`src/rtl/out_register.sv`:
```
// Receive-side bus capture register with a small FIFO and valid/ready output.
//
// Ports:
//   Clock, Reset            : rising-edge clock, async active-high reset
//   B0..B3                  : shared 4-bit bus, B0 is the LSB
//   EnableOut               : capture strobe, samples the bus on the clock edge
//   OutReady                : downstream consumer ready
//   ClearOvf                : synchronous clear of the sticky Overflow flag
//   DataOut, OutValid       : registered head word and its valid flag
//   Full, Empty, Count      : FIFO occupancy, derived from the registered count
//   Overflow                : sticky flag, set when a capture is dropped
// Optional feature macro OUT_REGISTER_PARITY_EN adds:
//   BP (input)              : even-parity bit for the bus
//   ParityErr (output)      : stored parity result of the head word
module out_register #(
    parameter int DEPTH = 4,
    parameter int CW    = 3
) (
    input  logic          Clock,
    input  logic          Reset,
    input  logic          B0,
    input  logic          B1,
    input  logic          B2,
    input  logic          B3,
    input  logic          EnableOut,
    input  logic          OutReady,
    input  logic          ClearOvf,
`ifdef OUT_REGISTER_PARITY_EN
    input  logic          BP,
    output logic          ParityErr,
`endif
    output logic [3:0]    DataOut,
    output logic          OutValid,
    output logic          Full,
    output logic          Empty,
    output logic [CW-1:0] Count,
    output logic          Overflow
);

    localparam int AW = (DEPTH > 1) ? $clog2(DEPTH) : 1;
`ifdef OUT_REGISTER_PARITY_EN
    localparam int EW = 5;
`else
    localparam int EW = 4;
`endif
    localparam logic [CW-1:0] DEPTH_C = CW'(DEPTH);

    typedef logic [EW-1:0] entry_t;

    entry_t        mem_q [DEPTH];
    entry_t        mem_d [DEPTH];
    logic [AW-1:0] wr_ptr_q, wr_ptr_d;
    logic [AW-1:0] rd_ptr_q, rd_ptr_d;
    logic [CW-1:0] count_q, count_d;
    entry_t        head_q, head_d;
    logic          ovf_q, ovf_d;

    logic          push;
    logic          pop;
    logic          ovf_event;
    logic [3:0]    bus_word;
    entry_t        wr_entry;

    assign bus_word = {B3, B2, B1, B0};

`ifdef OUT_REGISTER_PARITY_EN
    // Stored bit is 1 when the word plus BP has odd parity.
    assign wr_entry = {(^bus_word) ^ BP, bus_word};
`else
    assign wr_entry = bus_word;
`endif

    always_comb begin
        pop       = (count_q != '0) && OutReady;
        // A full FIFO still accepts a word when the head leaves this edge.
        push      = EnableOut && ((count_q != DEPTH_C) || pop);
        ovf_event = EnableOut && (count_q == DEPTH_C) && !pop;

        mem_d    = mem_q;
        wr_ptr_d = wr_ptr_q;
        rd_ptr_d = rd_ptr_q;
        head_d   = head_q;
        ovf_d    = ovf_q;

        if (push) begin
            mem_d[wr_ptr_q] = wr_entry;
            wr_ptr_d        = wr_ptr_q + AW'(1);
        end
        if (pop) begin
            rd_ptr_d = rd_ptr_q + AW'(1);
        end

        count_d = count_q + CW'(push) - CW'(pop);

        // The head register reloads only when the head entry changes:
        // after a pop, or when the first word lands in an empty FIFO.
        // The new head may be the word being written on this same edge.
        if ((count_d != '0) && (pop || (count_q == '0))) begin
            if (push && (rd_ptr_d == wr_ptr_q)) begin
                head_d = wr_entry;
            end else begin
                head_d = mem_q[rd_ptr_d];
            end
        end

`ifdef OUT_REGISTER_PARITY_EN
        // Data holds when empty but the parity flag must read 0.
        if (count_d == '0) begin
            head_d[EW-1] = 1'b0;
        end
`endif

        // Set has priority over clear.
        if (ovf_event) begin
            ovf_d = 1'b1;
        end else if (ClearOvf) begin
            ovf_d = 1'b0;
        end
    end

    always_ff @(posedge Clock or posedge Reset) begin
        if (Reset) begin
            for (int i = 0; i < DEPTH; i++) begin
                mem_q[i] <= '0;
            end
            wr_ptr_q <= '0;
            rd_ptr_q <= '0;
            count_q  <= '0;
            head_q   <= '0;
            ovf_q    <= 1'b0;
        end else begin
            mem_q    <= mem_d;
            wr_ptr_q <= wr_ptr_d;
            rd_ptr_q <= rd_ptr_d;
            count_q  <= count_d;
            head_q   <= head_d;
            ovf_q    <= ovf_d;
        end
    end

    assign DataOut  = head_q[3:0];
    assign Count    = count_q;
    assign Empty    = (count_q == '0);
    assign Full     = (count_q == DEPTH_C);
    assign OutValid = !Empty;
    assign Overflow = ovf_q;

`ifdef OUT_REGISTER_PARITY_EN
    assign ParityErr = head_q[EW-1];
`endif

endmodule

```
`config.mk`:
```
export PLATFORM = sky130hd
export DESIGN_NAME = out_register
export DESIGN_NICKNAME = d
export VERILOG_FILES = /design/src/rtl/out_register.sv
export SDC_FILE = /design/constraint.sdc
export NUM_CORES = 1
export LEC_CHECK = 0
export CAP_MARGIN = 40
export CORE_ASPECT_RATIO = 0.7
export CORE_MARGIN = 5
export CORE_UTILIZATION = 30
export DETAILED_ROUTE_END_ITERATION = 8
export MAX_ROUTING_LAYER = met4
export RECOVER_POWER = 50
export SYNTH_ARGS = -nofsm -noshare
export SYNTH_HDL_FRONTEND = slang
export SYNTH_SLANG_ARGS = --single-unit
```
`constraint.sdc`:
```
create_clock -name Clock -period 3.7 [get_ports Clock]
set_input_delay 1.11 -clock Clock [delete_from_list [all_inputs] [get_ports Clock]]
set_output_delay 1.11 -clock Clock [all_outputs]
set_load 0.01 [all_outputs]
```
==> metrics.cfg <==
[outcome]
status = finished, violations left
violations = max-capacitance violations, max-slew violations

[synth]
synth_xor_area_frac = 0.03915
ys_ff_latch = 28
async_flop_share = 1.000
synth_top_family_by_area = multiplexers
syn_nets = 150
synth.area.mux_share = 0.1721
ys_warn_count = 0
synthAdderAreaFrac = 0.05383
synth_cell_types = 39
yosys.area_share.simple = 0.1175
synth-compound-area-share = 0.1207
syn_inst = 135
synth-edff-count = 0
yosysSeqAreaShare = 0.4568
synth_flop_cell = dfrtp_1
syn_area_um2 = 1534
avgSynthCellArea_um2 = 11.36

[flow_run]
max_cap_viol_count = 1

[timing]
hold_viol_final = 0
slew_violations = 29
setup_viol = 0
finalCritPeriodShare = 0.9212
fin_crit_ns = 3.409
finalSetupTns_ns = 0
slew_headroom = -0.05032
skew_ns = 0.01047
rsz0062_at_grt = no
worst_pin_slew_ns = 1.575
fin_hold_ws_ns = 0.5092
fmax_ghz = 0.2934
setup_ws_ns = 0.2914

[worst_setup_path]
worst_ep_arrival_time_ns = 3.58
path_common_cell = xnor2_1
crit_chain = clkdlybuf4s50_1 -> o31ai_4 -> nor2_1 -> a21o_1 -> ha_1 -> inv_1 -> fa_1 -> xnor2_1 -> xnor2_1 -> o32a_1 -> o31ai_1 -> o22ai_1
end_kind = register
reg2reg_to = DataOut[0]
critPathMaxFanout = 8
slowest_delay_ns = 0.57
reg2reg_slack_ns = 0.97
reg2reg_depth = 12
cp-start-kind = primary input
rr_startpoint = Count[2]
slowest_stage = clkdlybuf4s50_1
worstSetupPathType = primary input to register
required_ns = 3.87

[clocking]
numCtsBuffers = 3
cts_buffer_depth = 2
cts.sinks = 28
path_clk_slew_ns = 0.11
cts-root-buf = clkbuf_8
clkLatencyLatePin_ns = 0.28
cts_setup_buffers = 0
ctsHtreeMaxLevel = 1
cts_tree = built
cts_resized = 0
ctsHoldBuffers = 0

[hold_path]
worstHoldPathType = register to register
hold_depth = 1
hold_end = mem_q[13]
hp-start = mem_q[13]

[routing]
initialDrtViolationCount = 79
dr.pass1.iters = 4
post_drt_via_cell_ratio = 4.982
wl_um = 3437
postRouteAntennaNets = 0
wl_per_cell_um = 15.28
drc = 0
vias = 1121

[die]
pin_count = 20
die_width_um = 95.47
die_area_um2 = 6666
rows = 21
core_area_um2 = 4861
die_y_um = 69.83
initial_core_util = 0.3156

[finish]
antenna_cells = 0
post-route-util = 0.3838
nets = 172
final_layout_size_suffix_gt1_frac = 0.1474
syn_to_final_growth_pct = 21.62
nFillCells = 475
design_area_um2 = 1866

[global_route]
grt_max_degree = 29
grt_use_total = 0.1112
antenna_found_initial = 0
grt_pass1_vias = 1042
grt_pass1_wl_um = 5595
grt.overflow.total = 0

[place]
hpwl_um = 2581
place_area_um2 = 1809
place.gp.congestion = 0.8739
dp_slack_ns = -0.01357
io_buffers = 19

[pwr]
p_sw_mw = 0.6667
power_density_nw_per_um2 = 920.3
p_comb_frac = 0.487
intPower_mw = 1.050
vdd_ir_drop_max_uv = 242.5
seq_power_share = 0.369
p_sw_frac = 0.3883
clkPwrFrac = 0.144
p_leak_nw = 0.7733

[layout make-up]
| cell class | instances | area, µm² | share of cell area |
|---|---|---|---|
| Multi-Input combinational cell | 92 | 764.5 | 0.4098 |
| Sequential cell | 28 | 700.7 | 0.3756 |
| Timing Repair Buffer | 22 | 205.2 | 0.1100 |
| Tap cell | 69 | 86.33 | 0.04628 |
| Clock buffer | 3 | 41.29 | 0.02213 |
| Inverter | 10 | 37.54 | 0.02012 |
| Clock inverter | 1 | 30.03 | 0.01610 |
[cells in the mapped netlist (2+ instances only)]
| master | instances | area [µm²] |
|---|---|---|
| and4_2 | 2 | 20.02 |
| mux2_1 | 4 | 45.04 |
| inv_1 | 10 | 37.54 |
| nor2b_1 | 7 | 43.79 |
| o311ai_0 | 2 | 17.52 |
| mux2i_1 | 5 | 50.05 |
| ha_1 | 5 | 62.56 |
| nor2_1 | 9 | 33.78 |
| a31oi_1 | 3 | 18.77 |
| o21ai_1 | 2 | 10.01 |
| a221o_1 | 2 | 20.02 |
| mux2_2 | 13 | 146.4 |
| xnor2_1 | 4 | 35.03 |
| nand3_1 | 3 | 15.01 |
| nand2_1 | 10 | 37.54 |
| dfrtp_1 | 28 | 700.7 |
| buf_2 | 4 | 20.02 |
[cell families after synthesis]
family          Yosys count
fa+ha+maj                 6
compound gates           22
flops                    28
mux                      23
xor+xnor                  6
simple gates             35
buf+inv                  15
[through the flow]
stage / total power, mW / cells
global route: 1.846 / 225
CTS: 1.736 / 225
floorplan: 1.200 / 135
detailed placement: 1.485 / 221
global placement: 1.447 / 221
finish: 1.717 / 225
[metal layers]
layer  GRT usage  wire, µm
met5           -         0
met4     0.01893        27
met3     0.02495       186
met2      0.1544      1461
met1      0.1661      1761
[placed cells by master, fill, tap and decap left out, drive strengths merged, types with 2 or more instances in the layout]
cell type      instances
mux2                  17
clkbuf                 5
and4                   2
o311ai                 2
o31ai                  2
ha                     5
nand2                 10
nor2b                  7
mux2i                  5
nand3                  3
dfrtp                 28
clkdlybuf4s50         18
inv                   10
nor2                   9
a221o                  2
o21ai                  3
a31oi                  3
xnor2                  5
[flip-flops by register name, summed over array words and instances (netlist names)]
signal,flops
DataOut,4
rd_ptr_q,2
Overflow,1
Count,3
wr_ptr_q,2
mem_q,16
[power groups by stage]
stage / Combinational, mW / Clock, mW / Sequential (mW)
finish: 0.837 / 0.247 / 0.633
global route: 0.922 / 0.259 / 0.665
CTS: 0.851 / 0.249 / 0.636
detailed placement: 0.842 / 0 / 0.643
global placement: 0.818 / 0 / 0.630
floorplan: 0.613 / 0 / 0.587
[how the worst max path moves through the flow]
stage	startpoint	end	slack, ns	cells after the start
after global routing	OutReady	DataOut[0]	0.08	12
after CTS	OutReady	DataOut[0]	0.28	12
after global placement	OutReady	DataOut[0]	0.08	12
after floorplan	OutReady	DataOut[0]	0.54	12
final	OutReady	DataOut[0]	0.29	12
after detailed placement	OutReady	DataOut[0]	-0.01	12
[critical path: cells and delay by family]
| family | cells | cell delay, ns |
|---|---|---|
| compound gates | 5 | 0.83 |
| fa+ha+maj | 2 | 0.52 |
| xor+xnor | 2 | 0.29 |
| buf+inv | 2 | 0.62 |
| simple gates | 1 | 0.20 |
Note: power is estimated with default switching activity, not from simulation.
